## src/rtl/seq_step_if.sv

```systemverilog
`default_nettype none
// ============================================================================
// Module   : seq_step_if
// Purpose  : Bundles the control, monitored-input, step-table configuration
//            and status signals of seq_step_fsm.
// Modports : master - drives start/abort/in_vec/cfg_*, observes status
//            slave  - the sequencer side (inputs in, status out)
// Signals  : start, abort, in_vec[IN_W], cfg_we, cfg_addr[STEP_W],
//            cfg_pattern[IN_W], cfg_mask[IN_W], cfg_dwell[CNT_W],
//            busy, done, fault, step[STEP_W], fail_step[STEP_W],
//            retry_cnt[8]
// Revision : 1.0 - initial release
// ============================================================================
interface seq_step_if #(
  parameter int IN_W   = 4,
  parameter int CNT_W  = 16,
  parameter int STEP_W = 4
);
  logic              start;
  logic              abort;
  logic [IN_W-1:0]   in_vec;
  logic              cfg_we;
  logic [STEP_W-1:0] cfg_addr;
  logic [IN_W-1:0]   cfg_pattern;
  logic [IN_W-1:0]   cfg_mask;
  logic [CNT_W-1:0]  cfg_dwell;
  logic              busy;
  logic              done;
  logic              fault;
  logic [STEP_W-1:0] step;
  logic [STEP_W-1:0] fail_step;
  logic [7:0]        retry_cnt;

  modport master (
    output start, abort, in_vec, cfg_we, cfg_addr, cfg_pattern, cfg_mask,
           cfg_dwell,
    input  busy, done, fault, step, fail_step, retry_cnt
  );

  modport slave (
    input  start, abort, in_vec, cfg_we, cfg_addr, cfg_pattern, cfg_mask,
           cfg_dwell,
    output busy, done, fault, step, fail_step, retry_cnt
  );
endinterface
`default_nettype wire

```

## src/rtl/seq_step_fsm.sv

```systemverilog
`default_nettype none
// ============================================================================
// Module   : seq_step_fsm
// Purpose  : Programmable step sequencer. Each step waits a configured dwell
//            time, then checks the monitored inputs against a masked pattern.
//            All steps matching -> DONE; a miss either restarts from step 0
//            (bounded by MAX_RETRY) or faults immediately.
// Ports    : clk   - sole clock, rising edge
//            reset - synchronous, active-low
//            bus   - seq_step_if.slave (control, cfg table write, status)
// Revision : 1.0 - initial release
// ============================================================================
module seq_step_fsm #(
  parameter int IN_W            = 4,
  parameter int NUM_STEPS       = 13,
  parameter int CNT_W           = 16,
  parameter int RESTART_ON_MISS = 1,
  parameter int MAX_RETRY       = 3
) (
  input wire logic  clk,
  input wire logic  reset,
  seq_step_if.slave bus
);
  localparam int STEP_W = (NUM_STEPS > 1) ? $clog2(NUM_STEPS) : 1;
  localparam logic [STEP_W-1:0] C_LAST_STEP = STEP_W'(NUM_STEPS - 1);
  localparam logic [7:0]        C_MAX_RETRY = 8'(MAX_RETRY);

  typedef enum logic [2:0] {
    S_IDLE  = 3'd0,
    S_DWELL = 3'd1,
    S_CHECK = 3'd2,
    S_DONE  = 3'd3,
    S_FAULT = 3'd4
  } state_t;

  state_t            r_state;
  logic [CNT_W-1:0]  r_cnt;
  logic [STEP_W-1:0] r_step;
  logic [STEP_W-1:0] r_fail_step;
  logic [7:0]        r_retry;
  logic              r_busy;
  logic              r_done;
  logic              r_fault;

  logic [IN_W-1:0]   r_pattern [NUM_STEPS];
  logic [IN_W-1:0]   r_mask    [NUM_STEPS];
  logic [CNT_W-1:0]  r_dwell   [NUM_STEPS];

  logic [IN_W-1:0]   w_pattern;
  logic [IN_W-1:0]   w_mask;
  logic [CNT_W-1:0]  w_dwell_eff;
  logic              w_dwell_done;
  logic              w_match;
  logic [7:0]        w_retry_inc;

  // A dwell of 0 behaves like 1: every step spends at least one cycle in DWELL.
  assign w_pattern    = r_pattern[r_step];
  assign w_mask       = r_mask[r_step];
  assign w_dwell_eff  = (r_dwell[r_step] == '0) ? CNT_W'(1) : r_dwell[r_step];
  assign w_dwell_done = (r_cnt >= (w_dwell_eff - CNT_W'(1)));
  assign w_match      = ((bus.in_vec ^ w_pattern) & w_mask) == '0;
  assign w_retry_inc  = (r_retry == 8'hFF) ? r_retry : r_retry + 8'd1;

  // Step table: writable only while idle so a running sequence never sees
  // its own parameters change underneath it.
  always_ff @(posedge clk) begin
    if (!reset) begin
      for (int i = 0; i < NUM_STEPS; i++) begin
        r_pattern[i] <= '0;
        r_mask[i]    <= '0;
        r_dwell[i]   <= '0;
      end
    end else if (bus.cfg_we && (r_state == S_IDLE) &&
                 (32'(bus.cfg_addr) < NUM_STEPS)) begin
      r_pattern[bus.cfg_addr] <= bus.cfg_pattern;
      r_mask[bus.cfg_addr]    <= bus.cfg_mask;
      r_dwell[bus.cfg_addr]   <= bus.cfg_dwell;
    end
  end

  // Sequencer FSM; status flags are registered together with the state.
  always_ff @(posedge clk) begin
    if (!reset) begin
      r_state     <= S_IDLE;
      r_cnt       <= '0;
      r_step      <= '0;
      r_fail_step <= '0;
      r_retry     <= '0;
      r_busy      <= 1'b0;
      r_done      <= 1'b0;
      r_fault     <= 1'b0;
    end else if (bus.abort) begin
      // fail_step and retry_cnt deliberately hold for post-mortem inspection.
      r_state <= S_IDLE;
      r_cnt   <= '0;
      r_step  <= '0;
      r_busy  <= 1'b0;
      r_done  <= 1'b0;
      r_fault <= 1'b0;
    end else begin
      case (r_state)
        S_IDLE, S_DONE, S_FAULT: begin
          if (bus.start) begin
            r_state <= S_DWELL;
            r_cnt   <= '0;
            r_step  <= '0;
            r_retry <= '0;
            r_busy  <= 1'b1;
            r_done  <= 1'b0;
            r_fault <= 1'b0;
          end
        end

        S_DWELL: begin
          if (w_dwell_done) begin
            r_state <= S_CHECK;
          end else begin
            r_cnt <= r_cnt + CNT_W'(1);
          end
        end

        S_CHECK: begin
          r_cnt <= '0;
          if (w_match) begin
            if (r_step == C_LAST_STEP) begin
              r_state <= S_DONE;
              r_busy  <= 1'b0;
              r_done  <= 1'b1;
            end else begin
              r_state <= S_DWELL;
              r_step  <= r_step + STEP_W'(1);
            end
          end else begin
            r_retry <= w_retry_inc;
            if ((RESTART_ON_MISS != 0) && (w_retry_inc < C_MAX_RETRY)) begin
              r_state <= S_DWELL;
              r_step  <= '0;
            end else begin
              r_state     <= S_FAULT;
              r_fail_step <= r_step;
              r_busy      <= 1'b0;
              r_fault     <= 1'b1;
            end
          end
        end

        default: begin
          r_state <= S_IDLE;
          r_busy  <= 1'b0;
          r_done  <= 1'b0;
          r_fault <= 1'b0;
        end
      endcase
    end
  end

  assign bus.busy      = r_busy;
  assign bus.done      = r_done;
  assign bus.fault     = r_fault;
  assign bus.step      = r_step;
  assign bus.fail_step = r_fail_step;
  assign bus.retry_cnt = r_retry;
endmodule
`default_nettype wire

```

## src/flat_wrapper.sv

```systemverilog
// flat-port wrapper written by rule: the top's interface ports become plain ports
module seq_step_fsm_flat 
#(
  parameter int IN_W            = 4,
  parameter int NUM_STEPS       = 13,
  parameter int CNT_W           = 16,
  parameter int RESTART_ON_MISS = 1,
  parameter int MAX_RETRY       = 3
)
  (clk, reset, bus_start, bus_abort, bus_in_vec, bus_cfg_we, bus_cfg_addr, bus_cfg_pattern, bus_cfg_mask, bus_cfg_dwell, bus_busy, bus_done, bus_fault, bus_step, bus_fail_step, bus_retry_cnt);
  seq_step_if #(.IN_W(IN_W), .CNT_W(CNT_W)) bus_i ();
  input wire logic clk;
  input wire logic reset;
  input wire logic [$bits(bus_i.start)-1:0] bus_start;
  input wire logic [$bits(bus_i.abort)-1:0] bus_abort;
  input wire logic [$bits(bus_i.in_vec)-1:0] bus_in_vec;
  input wire logic [$bits(bus_i.cfg_we)-1:0] bus_cfg_we;
  input wire logic [$bits(bus_i.cfg_addr)-1:0] bus_cfg_addr;
  input wire logic [$bits(bus_i.cfg_pattern)-1:0] bus_cfg_pattern;
  input wire logic [$bits(bus_i.cfg_mask)-1:0] bus_cfg_mask;
  input wire logic [$bits(bus_i.cfg_dwell)-1:0] bus_cfg_dwell;
  output wire logic [$bits(bus_i.busy)-1:0] bus_busy;
  output wire logic [$bits(bus_i.done)-1:0] bus_done;
  output wire logic [$bits(bus_i.fault)-1:0] bus_fault;
  output wire logic [$bits(bus_i.step)-1:0] bus_step;
  output wire logic [$bits(bus_i.fail_step)-1:0] bus_fail_step;
  output wire logic [$bits(bus_i.retry_cnt)-1:0] bus_retry_cnt;
  assign bus_i.start = bus_start;
  assign bus_i.abort = bus_abort;
  assign bus_i.in_vec = bus_in_vec;
  assign bus_i.cfg_we = bus_cfg_we;
  assign bus_i.cfg_addr = bus_cfg_addr;
  assign bus_i.cfg_pattern = bus_cfg_pattern;
  assign bus_i.cfg_mask = bus_cfg_mask;
  assign bus_i.cfg_dwell = bus_cfg_dwell;
  assign bus_busy = bus_i.busy;
  assign bus_done = bus_i.done;
  assign bus_fault = bus_i.fault;
  assign bus_step = bus_i.step;
  assign bus_fail_step = bus_i.fail_step;
  assign bus_retry_cnt = bus_i.retry_cnt;
  seq_step_fsm #(.IN_W(IN_W), .NUM_STEPS(NUM_STEPS), .CNT_W(CNT_W), .RESTART_ON_MISS(RESTART_ON_MISS), .MAX_RETRY(MAX_RETRY)) u_core (.clk(clk), .reset(reset), .bus(bus_i));
endmodule
```

## config.mk

```make
export PLATFORM = sky130hd
export DESIGN_NAME = seq_step_fsm_flat
export DESIGN_NICKNAME = d
export VERILOG_FILES = /design/src/rtl/seq_step_if.sv /design/src/rtl/seq_step_fsm.sv /design/src/flat_wrapper.sv
export SDC_FILE = /design/constraint.sdc
export NUM_CORES = 1
export LEC_CHECK = 0
export CORE_ASPECT_RATIO = 1.5
export CORE_UTILIZATION = 67
export DETAILED_ROUTE_END_ITERATION = 10
export GPL_TIMING_DRIVEN = 1
export PLACE_DENSITY = 0.85
export SYNTH_ARGS = -nofsm -noshare
export SYNTH_HDL_FRONTEND = slang
export SYNTH_SLANG_ARGS = --single-unit
```

## constraint.sdc

```tcl
create_clock -name clk -period 17.07 [get_ports clk]
set_input_delay 3.414 -clock clk [delete_from_list [all_inputs] [get_ports clk]]
set_output_delay 3.414 -clock clk [all_outputs]
set_load 0.05 [all_outputs]
```

==> results_dict.tcl, run 1 <==
set metrics [dict create \
    syn_area_um2 19700 \
    cts-root-buf "clkbuf_16" \
    maxSlewHeadroom_pct 12.7 \
    die_height_um 212 \
    final_util_pct 76.7 \
    num_vias 12200 \
    pre_cts_ws_ns 9.06 \
    fin_skew_ns 0.0189 \
    finalInstanceArea_um2 22100 \
    grt_usage_pct 33.1 \
    gr-usage-met1_pct 40.6 \
    grt_use_met2_pct 56.9 \
    peakVddDrop_v 0.0000969 \
    worstSetupStartpointType "flip-flop" \
    core_area_um2 28800 \
    holdPathEnd "u_core.bus.fail_step[2]$_SDFFE_PN0P_" \
    setup_ws_ns 9.03 \
    ys.flop_type "edfxtp_1" \
    r2r_setup_slack_ns 9.03 \
    crit_family "simple AND/OR/NAND/NOR gates" \
    areaGrowthSynthToFinish_pct 12.3 \
    slew_violations 0 \
    ff2ff_path_depth 20 \
    syn_inst 1355 \
    nFillCells 1693 \
    routed_wl_mm 47.1 \
    synth.distinct_cells 60 \
    fin_setup_tns_ns 0 \
    numPortBuffers 55 \
    cts_setup_buffers 0 \
    drt_iter0_drc 1159 \
    cp_max_fo 44 \
    grt_antenna_before_repair 0 \
    seq_area_frac_synth_pct 62.9 \
    worstPathCellList "buf_4 -> mux4_2 -> mux4_2 -> or4_1 -> or3_1 -> nor3b_2 -> a22oi_1 -> ha_1 -> nor3b_2 -> nand2_1 -> nor2_1 -> xnor2_1 -> ha_1 -> a21o_1 -> a21oi_1 -> o211ai_1 -> a211oi_1 -> nor2_1 -> or4b_2 -> a21oi_1" \
    layout_commonest_cell "edfxtp_1" \
    clock_latency_ns 0.54 \
    cts_resized 0 \
    overflow 0 \
    synth_edf_count 384 \
    cts_buffers 40 \
    max_cap_viol_count 0 \
    clock-sinks 426 \
    htreeDepth 2 \
    synth-async-reset-ratio_pct 0 \
    min_path_type "flip-flop to flip-flop" \
    yosys_warnings 0 \
    whs_ns 0.501 \
    cts_buffer_depth 3 \
    power.total_mw 2.17 \
    ys_top_cells_by_area "edfxtp_1 (59%), mux4_2 (11%), and2_1 (8.5%), dfxtp_1 (4.3%), and3_1 (1.8%)" \
    placed_area_um2 20900 \
    tightest_slew_ns 1.31 \
    min_period_ns 8.04 \
    grt_pass1_vias 12400 \
    post-place-cells 1804 \
    die_x_um 142 \
    status "complete, no violations" \
    leakage_nw 7.95 \
    postCtsHoldBufs 0 \
    setup_viol 0 \
    core.rowCount 76 \
    drc 0 \
    drt_pre_antenna_iters 7 \
    post-route-period-util_pct 47.1 \
    critPathMaxStageDelay_ns 0.97 \
    final_net_count 1514 \
    p_per_area_nw_per_um2 98.2 \
    via_per_inst 6.50 \
    path_class "flip-flop to flip-flop" \
    busiest_layer "met2" \
    synth_top_cell_by_area "edfxtp_1" \
    crit_arrival_ns 8.49 \
    met3_usage_pct 5.45 \
    ioPinCount 56 \
    drive_gt1_share_pct 13.7 \
    path_buf_inv 1 \
    fp.dieArea_um2 30100 \
    yosys.area.top_type_share_pct 58.6 \
    synth-seq-cells 426 \
    grt_max_degree 58 \
    fin_cells 1874 \
    min_from "u_core.bus.fail_step[2]$_SDFFE_PN0P_" \
    finalHoldViolCount 0 \
    fmax_mhz 124 \
    cp-end-kind "flip-flop" \
    required_ns 17.53 \
    initial_core_util_pct 68.3 \
    cpMaxStageDelayCell "a211oi_1" \
    hpwl_mm 28.2 \
    avgRoutedWirePerCell_um 25.1 \
    rr_endpoint "u_core.r_cnt[1]$_SDFFE_PP0P_" \
    avgSynthCellArea_um2 14.5 \
    rsz0062_at_grt "no" \
    gp_congestion 0.875 \
    cts_tree "yes" \
    n_antenna_cell 0 \
    mostFrequentLayoutCells "edfxtp_1 (384), and2_1 (266), mux4_2 (94)" \
    grt_pass1_wl_mm 71.8 \
    holdPathStages 2 \
    drtAntennaViolNets 0 \
    path_clk_slew_ns 0.06 \
]
==> logic make-up after synthesis <==
logic type | after synthesis | share of synthesized area [%]
buf+inv | 109 | 2.34
simple gates | 501 | 14.9
compound gates | 131 | 4.46
xor+xnor | 56 | 2.49
fa+ha+maj | 21 | 1.33
other cells | 1 | 0.0191
mux | 110 | 11.6
flops | 426 | 62.9
==> metal layers <==
| layer | vias up | share of wire (%) |
|---|---|---|
| met2 | 746 | 52 |
| met3 | 167 | 9.0 |
| met4 | 0 | 4.5 |
| met1 | 6077 | 35 |
| li1 | 5193 | - |
| met5 | - | 0 |
==> sequential cells by signal (all words and copies together), names as in the netlist, named ones only <==
signal                count
u_core.bus.busy           1
u_core.bus.done           1
u_core.bus.fail_step      4
u_core.bus.fault          1
u_core.bus.retry_cnt      8
u_core.bus.step           4
u_core.r_cnt             16
u_core.r_dwell          256
u_core.r_mask            64
u_core.r_pattern         64
u_core.r_state            3
==> area by class of cell <==
class	instances	area, µm²	share of cell area [%]
sequential	426	12400	56.0
clock buffer	45	1040	4.71
inverter	12	45.0	0.204
timing repair buffer	85	776	3.51
multi-input combinational	891	7170	32.4
tap	390	488	2.21
clock inverter	25	201	0.912
==> worst max path at each step <==
stage | cells after the start | slack, ns | end | start
3_5_place_dp | 7 | 9.06 | u_core.r_dwell[12][6]$_SDFFCE_PN0P_ | reset
2_1_floorplan | 4 | 10.72 | u_core.r_dwell[1][0]$_SDFFCE_PN0P_ | reset
4_1_cts | 20 | 9.02 | u_core.r_cnt[1]$_SDFFE_PP0P_ | flip-flop
3_3_place_gp | 7 | 9.05 | u_core.r_dwell[12][6]$_SDFFCE_PN0P_ | reset
5_1_grt | 20 | 8.53 | u_core.r_cnt[1]$_SDFFE_PP0P_ | flip-flop
6_report | 20 | 9.03 | u_core.r_cnt[1]$_SDFFE_PP0P_ | flip-flop
==> report_power, final <==
group / internal [mW] / switching [mW] / leakage [nW]
logic: 0.0398 / 0.0731 / 3.13
clock network: 0.484 / 0.376 / 0.607
registers: 1.18 / 0.0153 / 4.21
total: 1.71 / 0.464 / 7.95
==> tightest hold or removal path: cells and delay by family (launching register included) <==
kind | cells | cell delay (ns)
flops | 1 | 0.33
mux | 1 | 0.06
simple gates | 1 | 0.08
==> Yosys cell counts (3+ instances only) <==
library cell,instances
a21o_1,11
edfxtp_1,384
a211oi_1,7
nor3_1,8
mux4_2,94
and3_1,58
or2_2,3
clkbuf_1,77
a31oi_1,3
and2_1,266
o21ai_0,28
o221ai_1,12
mux2_2,3
ha_1,21
or3_1,13
buf_1,3
a22oi_1,4
o21a_1,3
nand3_1,8
nor2_1,39
inv_1,11
nor4_1,3
mux2i_1,13
and4_1,4
buf_2,8
nand4_1,9
a21oi_1,29
xor2_1,17
nand2b_1,21
o2111ai_1,7
buf_4,7
o22ai_1,4
nor3b_1,5
xnor2_1,39
nor2b_1,11
nand2_1,47
dfxtp_1,42
Power figures use the tool's default switching activity.
==> run 2, diff against run 1 <==
--- a/config.mk
+++ b/config.mk
@@ -6,10 +6,10 @@
 export NUM_CORES = 1
 export LEC_CHECK = 0
 export CORE_ASPECT_RATIO = 1.5
-export CORE_UTILIZATION = 67
+export CORE_UTILIZATION = 56
 export DETAILED_ROUTE_END_ITERATION = 10
 export GPL_TIMING_DRIVEN = 1
-export PLACE_DENSITY = 0.85
+export PLACE_DENSITY = 0.75
 export SYNTH_ARGS = -nofsm -noshare
 export SYNTH_HDL_FRONTEND = slang
 export SYNTH_SLANG_ARGS = --single-unit
==> constraint.sdc (replaced) <==
create_clock -name clk -period 6.9 [get_ports clk]
set_input_delay 1.38 -clock clk [delete_from_list [all_inputs] [get_ports clk]]
set_output_delay 1.38 -clock clk [all_outputs]
set_load 0.05 [all_outputs]
==> run 2 against run 1 <==
Register-to-register slack worse by 8.5 ns. Clock skew fell by 0.0068 ns. Sequential power up 150%. Design area rose by 0.63%. Count of clock-buffer cells in the layout rose by 11. Combinational power increased by 150%. Setup slack worse by 8.5 ns. First-iteration DRC count rose by 1.4%. Flip-flop and latch count unchanged. Critical path depth increased by 1. Non-clock buffer count is 8 higher. Die area up 19%.
==> results_dict.tcl, run 2 (synthesis results as in run 1) <==
set metrics [dict create \
    status "complete, no violations" \
    drc 0 \
    overflow 0 \
    top_register "u_core.r_dwell" \
    postCtsHoldBufs 0 \
    die_height_um 232 \
    seqPwrFrac_pct 55.3 \
    areaGrowthSynthToFinish_pct 13.0 \
    max_cap_viol_count 0 \
    clock_latency_ns 0.54 \
    num_vias 12000 \
    cts-root-buf "clkbuf_16" \
    grt_pass1_wl_mm 73.2 \
    rsz0062_at_grt "no" \
    gp_congestion 0.867 \
    hpwl_mm 28.8 \
    final_util_pct 64.7 \
    tightest_slew_ns 1.05 \
    cell_internal_pwr_mw 4.23 \
    largestRegisters "u_core.r_dwell (256), u_core.r_mask (64), u_core.r_pattern (64)" \
    largest_register_ffs 256 \
    drt_iter0_drc 1175 \
    cts_setup_buffers 0 \
    required_ns 7.37 \
    setup_viol 0 \
    critPathMaxStageDelay_ns 0.77 \
    leakage_nw 7.97 \
    worstPathCellList "buf_12 -> mux4_2 -> mux4_2 -> nor4_1 -> nor2b_1 -> nor3b_2 -> a22oi_1 -> ha_1 -> nor3b_2 -> nand2_1 -> nor2_1 -> xnor2_1 -> ha_1 -> a21o_1 -> a21oi_1 -> o211ai_1 -> a211oi_1 -> buf_4 -> nor2_1 -> or4b_2 -> a21oi_1" \
    die_x_um 155 \
    finalHoldViolCount 0 \
    path_class "flip-flop to flip-flop" \
    grt_max_degree 52 \
    cp-end-kind "flip-flop" \
    drt_pre_antenna_iters 5 \
    r2r_setup_slack_ns 0.54 \
    core.rowCount 83 \
    min_period_ns 6.36 \
    mostFrequentLayoutCells "edfxtp_1 (384), and2_1 (266), mux4_2 (94)" \
    fmax_mhz 157 \
    avgRoutedWirePerCell_um 24.7 \
    p_comb_share_pct 5.3 \
    layout_commonest_cell "edfxtp_1" \
    grt_usage_pct 28.2 \
    cts_resized 0 \
    cp_max_fo 31 \
    grt_antenna_before_repair 0 \
    drive_gt1_share_pct 13.8 \
    ioPinCount 56 \
    slew_violations 0 \
    final_net_count 1523 \
    drtAntennaViolNets 0 \
    cts_buffer_depth 3 \
    clock-sinks 426 \
    path_buf_inv 2 \
    cts_tree "yes" \
    routed_wl_mm 48.4 \
    maxSlewHeadroom_pct 29.8 \
    peakVddDrop_v 0.000177 \
    crit_family "simple AND/OR/NAND/NOR gates" \
    fin_setup_tns_ns 0 \
    cts_buffers 41 \
    worstSetupStartpointType "flip-flop" \
    p_per_area_nw_per_um2 241 \
    fin_skew_ns 0.0121 \
    p_clk_share_pct 39.4 \
    p_sw_mw 1.12 \
    path_clk_slew_ns 0.06 \
    htreeDepth 2 \
    min_path_type "flip-flop to flip-flop" \
    grt_pass1_vias 12000 \
    swShare_pct 21.0 \
    core_area_um2 34400 \
    via_per_inst 6.10 \
    numPortBuffers 55 \
    cpMaxStageDelayCell "dfxtp_4" \
    post-route-period-util_pct 92.1 \
    crit_arrival_ns 6.82 \
    fp.dieArea_um2 35900 \
    n_antenna_cell 0 \
    power.total_mw 5.36 \
    initial_core_util_pct 57.3 \
]
-- run 2: layout make-up --
class | instances | area (µm²)
sequential | 426 | 12400
fill | 2426 | 12100
multi-input combinational | 891 | 7170
clock buffer | 56 | 1080
timing repair buffer | 93 | 848
tap | 467 | 584
clock inverter | 13 | 133
inverter | 12 | 45.0
-- run 2: final timing paths --
path	cells after the start	to	startpoint
setup / recovery	21	u_core.r_cnt[1]$_SDFFE_PP0P_	flip-flop
hold / removal	2	u_core.bus.fail_step[3]$_SDFFE_PN0P_	u_core.bus.fail_step[3]$_SDFFE_PN0P_
setup reg to reg	21	u_core.r_cnt[1]$_SDFFE_PP0P_	flip-flop
hold reg to reg	2	u_core.bus.fail_step[3]$_SDFFE_PN0P_	u_core.bus.fail_step[3]$_SDFFE_PN0P_
-- run 2: power by group through the flow --
stage | registers, mW | logic (mW) | clock network, mW
2_1_floorplan | 3.01 | 0.159 | 0
3_3_place_gp | 3.01 | 0.271 | 0
3_5_place_dp | 3.02 | 0.277 | 0
4_1_cts | 2.96 | 0.278 | 2.14
5_1_grt | 2.97 | 0.300 | 2.23
6_report | 2.96 | 0.282 | 2.11
-- run 2: per-stage QoR --
step | hold WS [ns] | cells | cell area [µm²] | setup WS [ns]
after floorplan | 0.462 | 1426 | 20000 | 1.39
after global placement | 0.483 | 1889 | 21000 | 0.660
after detailed placement | 0.493 | 1889 | 21000 | 0.581
after CTS | 0.510 | 1958 | 22200 | 0.577
after global routing | 0.546 | 1958 | 22200 | 0.110
final | 0.506 | 1958 | 22200 | 0.542
-- run 2: worst min-delay path: stages (launching register included) --
cell     delay, ns
dfxtp_1       0.33
mux2i_1       0.07
nor2_1        0.07
-- run 2: routing by layer --
metal  vias up  global-route usage [%]  wire length [µm]
met1      6062                    35.9             18300
met2       559                    48.5             24500
met5         -                       0                 0
li1       5226                       -                 -
met3       106                    4.24              3820
met4         0                    11.2              1750
==> run 3, diff against run 2 <==
--- a/config.mk
+++ b/config.mk
@@ -7,6 +7,7 @@
 export LEC_CHECK = 0
 export CORE_ASPECT_RATIO = 1.5
 export CORE_UTILIZATION = 56
+export CTS_CLUSTER_DIAMETER = 40
 export DETAILED_ROUTE_END_ITERATION = 10
 export GPL_TIMING_DRIVEN = 1
 export PLACE_DENSITY = 0.75
==> run 3 against run 2 <==
Final cell count is 0.46% higher. Die area stayed put. Global-route usage rose by 0.20 points. Sequential power barely moved. Critical path type unchanged. Combinational power hardly changed. Flip-flop and latch count did not move.
==> results_dict.tcl, run 3 (synthesis results as in run 1) <==
set metrics [dict create \
    pre_cts_ws_ns 0.581 \
    layout_commonest_cell "edfxtp_1" \
    slew_violations 0 \
    core.rowCount 83 \
    drc 0 \
    leakage_nw 8.04 \
    worstSetupStartpointType "flip-flop" \
    cts_tree "yes" \
    rsz0062_at_grt "no" \
    finalHoldViolCount 0 \
    p_per_area_nw_per_um2 246 \
    grt_pass1_vias 12100 \
    fmax_mhz 157 \
    path_clk_slew_ns 0.07 \
    grt_max_degree 52 \
    cts-root-buf "clkbuf_16" \
    areaGrowthSynthToFinish_pct 13.7 \
    grt_usage_pct 28.4 \
    placed_area_um2 21000 \
    fin_skew_ns 0.0149 \
    fin_setup_tns_ns 0 \
    clock_latency_ns 0.55 \
    numPortBuffers 55 \
    overflow 0 \
    routed_wl_mm 48.6 \
    min_period_ns 6.35 \
    largestRegisters "u_core.r_dwell (256), u_core.r_mask (64), u_core.r_pattern (64)" \
    cts_setup_buffers 0 \
    gp_congestion 0.867 \
    postCtsHoldBufs 0 \
    multi_input_area_um2 7170 \
    ioPinCount 56 \
    tightest_slew_ns 1.07 \
    drt_iter0_drc 1295 \
    initial_core_util_pct 57.3 \
    top_register "u_core.r_dwell" \
    fp.dieArea_um2 35900 \
    cp-end-kind "flip-flop" \
    final_net_count 1525 \
    drive_gt1_share_pct 14.5 \
    drtAntennaViolNets 0 \
    max_cap_viol_count 0 \
    peakVddDrop_v 0.000175 \
    crit_arrival_ns 6.82 \
    setup_ws_ns 0.548 \
    nFillCells 2413 \
    via_per_inst 6.08 \
    cts_buffer_depth 3 \
    grt_antenna_before_repair 0 \
    drt_pre_antenna_iters 5 \
    maxSlewHeadroom_pct 28.3 \
    grt_pass1_wl_mm 73.7 \
    post-route-period-util_pct 92.1 \
    avgRoutedWirePerCell_um 24.7 \
    min_path_type "flip-flop to flip-flop" \
    die_x_um 155 \
    setup_viol 0 \
    n_antenna_cell 0 \
    cts_buffers 43 \
    largest_register_ffs 256 \
    cp_max_fo 31 \
    die_height_um 232 \
    clock-sinks 426 \
    hpwl_mm 28.8 \
    htreeDepth 2 \
    required_ns 7.37 \
    seq_area_um2 12400 \
    finalInstanceArea_um2 22400 \
    mostFrequentLayoutCells "edfxtp_1 (384), and2_1 (266), mux4_2 (94)" \
    cts_resized 0 \
    num_vias 12000 \
    status "complete, no violations" \
    power.total_mw 5.52 \
    core_area_um2 34400 \
    path_class "flip-flop to flip-flop" \
]
[run 3: cell count changes in the layout (fill, tap and decap cells not counted)]
cell        before  now
clkinv_8         0    1
clkinvlp_4       0    3
inv_8            0    1
clkinv_1         7    9
clkbuf_1        15   11
clkinv_4         0    1
inv_6            0    3
clkbuf_16       41   45
clkinv_2         4    2
clkbuf_8         0    1
bufinv_16        3    2
[run 3: per-stage QoR]
step	instances	utilization [%]	hold slack (ns)
after floorplan	1426	-	0.462
after global placement	1889	61.2	0.483
after detailed placement	1889	61.2	0.493
after CTS	1967	65.1	0.510
after global routing	1967	65.1	0.549
final	1967	65.1	0.506
[run 3: layout make-up]
| cell class | count | share of cell area, % |
|---|---|---|
| well taps | 467 | 2.61 |
| repair buffers | 93 | 3.79 |
| clock inverters | 21 | 0.827 |
| clock buffers | 57 | 5.28 |
| inverters | 12 | 0.201 |
| flip-flops and latches | 426 | 55.3 |
| multi-input cells | 891 | 32.0 |
[run 3: worst max-delay path: stages, from the launching register on]
cell and delay, ns:
dfxtp_4 0.76, buf_12 0.34, mux4_2 0.53, mux4_2 0.54, nor4_1 0.37, nor2b_1 0.23
nor3b_2 0.31, a22oi_1 0.18, ha_1 0.24, nor3b_2 0.20, nand2_1 0.12, nor2_1 0.07
xnor2_1 0.18, ha_1 0.27, a21o_1 0.16, a21oi_1 0.18, o211ai_1 0.13, a211oi_1 0.26
buf_4 0.22, nor2_1 0.11, or4b_2 0.66, a21oi_1 0.15
[run 3: power by group]
part	internal, mW	leakage [nW]	switching, mW	total (mW)
clock network	1.29	0.654	0.979	2.27
registers	2.93	4.21	0.0352	2.96
logic	0.0992	3.18	0.183	0.282
[run 3: final timing paths]
check,from,endpoint,slack (ns),cells past startpoint
worst max-delay path,flip-flop,u_core.r_cnt[1]$_SDFFE_PP0P_,0.55,21
worst min-delay path,u_core.bus.fail_step[2]$_SDFFE_PN0P_,u_core.bus.fail_step[2]$_SDFFE_PN0P_,0.51,2
worst max register to register,flip-flop,u_core.r_cnt[1]$_SDFFE_PP0P_,0.55,21
worst min register to register,u_core.bus.fail_step[2]$_SDFFE_PN0P_,u_core.bus.fail_step[2]$_SDFFE_PN0P_,0.51,2
[run 3: metal layers]
layer	track usage (%)	wire length, µm
met4	12.0	1810
met2	48.5	24600
met5	0	0
met3	3.98	4020
met1	36.4	18200
==> patch (flow settings as in run 2) <==
The 5 states of `state_t` get a one-hot encoding in 5 bits.
--- a/src/rtl/seq_step_fsm.sv
+++ b/src/rtl/seq_step_fsm.sv
@@ -26,10 +26,10 @@
   localparam logic [7:0]        C_MAX_RETRY = 8'(MAX_RETRY);
 
-  typedef enum logic [2:0] {
-    S_IDLE  = 3'd0,
-    S_DWELL = 3'd1,
-    S_CHECK = 3'd2,
-    S_DONE  = 3'd3,
-    S_FAULT = 3'd4
+  typedef enum logic [4:0] {
+    S_IDLE  = 5'b00001,
+    S_DWELL = 5'b00010,
+    S_CHECK = 5'b00100,
+    S_DONE  = 5'b01000,
+    S_FAULT = 5'b10000
   } state_t;
 
Function: same outputs for any inputs over 4 cycles, from zero or initial values and one cycle with reset low; so few cycles prove little.
==> patch against run 2 <==
Total power up 2.0%; setup slack got worse by 0.037 ns; sequential share of layout area decreased by 0.40 points; combinational power shrank 2%; cell area is 1.1% higher; area after synthesis increased by 0.79%; sequential cell count up 2; wire length down 3.4%; first-iteration DRC count is 9.1% lower.
==> patch: results (changes against run 2) <==
Bufs on Longest Clock Path=3 (unchanged); Post-DP HPWL=28.2 mm (was 28.8 mm); slowest CP cell=dfxtp_4 (unchanged); Final GP Congestion=0.872 (was 0.867); hold crit path type=reg2reg (unchanged); Antenna diodes=0 (unchanged); area share of fa/ha/maj cells after synthesis=0.0132 (was 0.0133); fraction of layout instances using a drive strength above 1=0.153 (was 0.138); Critical Path AT=6.86 ns (was 6.82 ns); top post-synthesis cells by area=edfxtp_1, mux4_2, and2_1 (unchanged); router iterations before antenna repair=5 (unchanged); Die ar.=36200 um^2 (was 35900 um^2); post-synthesis mux area share=0.125 (was 0.116); Synth cell types=60 (unchanged); slew margin rel.=0.124 (was 0.298); initial antenna violation count=1 (was 0); pin count of the biggest net entering global routing=48 (was 52); critical path class=reg2reg (unchanged); top_reg_cell synth=edfxtp_1 (unchanged); met3 usage=0.0330 (was 0.0424); CTS resizes=0 (unchanged); post-CTS setup buffers=0 (unchanged); Avg Vias per Cell=5.94 (was 6.10); met2 Usage GRT=0.492 (was 0.485); clock latency on the worst-skew pair=0.55 ns; vias in the first global route=11700 (was 12000); post-synthesis async set-or-reset flop share=0 (unchanged); outcome=finished clean (unchanged); overall routing resource usage=0.271 (was 0.282); number of flops mapped to enable cells by yosys=384 (unchanged); Num CTS Buffers=41 (unchanged); Synth Area in Compound Gates=0.0448 (was 0.0446); met1 usage=0.326 (was 0.359); number of flip-flops in the largest register=256 (unchanged); xor/xnor cell area share of the yosys netlist=0.0168 (was 0.0249); H-Tree Depth=2 (unchanged); Worst VDD drop=0.000225 V (was 0.000177 V); DR iter-0 viols=1068 (was 1175); worst-path maximum fanout=39 (was 31); hold_sp=u_core.bus.fault (was u_core.bus.fail_step[3]); skew final=0.0137 ns (was 0.0121 ns); Leakage Power=8.01 nW (was 7.97 nW); Layout Nets=1529 (was 1523); sequential share of the synthesized area=0.626 (was 0.629); Synth top cells by count=edfxtp_1, and2_1, mux4_2 (unchanged); Port Buffers=55 (unchanged); Clock Tree Root=clkbuf_16 (unchanged); post-DR wirelength/cell=23.7 um (was 24.7 um); first-pass GRT wire length=70.6 mm (was 73.2 mm); Top Registers=u_core.r_dwell: 256 flops, u_core.r_mask: 64 flops, u_core.r_pattern: 64 flops (unchanged); clk slew on worst S/H paths=0.06 ns (about the same); FF-to-FF setup slack=0.51 ns (was 0.54 ns); YS warnings=0 (unchanged); Detail Route Antenna Nets=0 (unchanged); Layout fillers=2478 (was 2426); worst stage delay on the critical path=0.84 ns (was 0.77 ns)
-- patch: changes by cell type in the layout (fill, tap and decap cells not counted), sizes merged, moves of 8 or more --
| cell | before | now |
|---|---|---|
| xnor2 | 39 | 9 |
| nor2b | 11 | 2 |
| nand2b | 21 | 10 |
| o221ai | 12 | 0 |
| and3 | 58 | 7 |
| nand2 | 47 | 29 |
| nand3 | 8 | 16 |
| xor2 | 17 | 29 |
| and2 | 266 | 318 |
| a21oi | 29 | 45 |
| nor3 | 8 | 19 |
| o21ai | 29 | 40 |
-- patch: where the power goes --
part           internal [mW]  switching (mW)  leakage, nW  total, mW
clock network           1.25           0.965        0.622       2.22
logic                 0.0967           0.179         3.16      0.276
registers               2.94          0.0339         4.23       2.97
total                   4.29            1.18         8.01       5.46
-- patch: final timing paths --
check	end	cells past startpoint
worst max-delay path	u_core.r_cnt[13]	22
worst min-delay path	u_core.bus.fault	2
worst max register to register	u_core.r_cnt[13]	22
worst min register to register	u_core.bus.fault	2
-- patch: cell families (layout without fill, tap and decap cells) --
logic type / after synthesis / in the layout
other: 1 / 72
multiplexers: 120 / 120
XOR/XNOR: 38 / 38
flip-flops: 428 / 428
adder cells (fa/ha/maj): 21 / 21
buffers and inverters: 115 / 184
AO/OA/AOI/OAI: 144 / 144
AND/OR/NAND/NOR: 494 / 494
-- patch: layer usage --
metal	share of wire	vias to the layer above
met5	0	-
met4	0.039	0
met3	0.055	131
met2	0.54	435
met1	0.37	5932
li1	-	5231
-- patch: through the flow --
step / setup slack (ns) / hold WS (ns) / instances / area (um^2)
floorplan: 1.30 / 0.462 / 1432 / 20100
global placement: 0.635 / 0.447 / 1901 / 21200
detailed placement: 0.495 / 0.451 / 1901 / 21200
CTS: 0.503 / 0.460 / 1974 / 22500
global route: 0.0336 / 0.468 / 1974 / 22500
finish: 0.505 / 0.455 / 1974 / 22500
-- patch: final cells by class --
class,instances,area (um^2),share of cell area
multi-input cells,889,7240,0.322
repair buffers,98,873,0.0389
clock inverters,23,243,0.0108
clock buffers,50,1060,0.0472
well taps,473,592,0.0263
flip-flops and latches,428,12400,0.553
inverters,13,48.8,0.00217
-- patch: worst max-delay path, delay by kind of cell, from the launching register on --
family	cells	cell delay [ns]
mux	2	1.05
simple gates	7	1.56
compound gates	7	1.42
xor+xnor	1	0.13
flops	1	0.84
fa+ha+maj	2	0.53
buf+inv	3	0.73
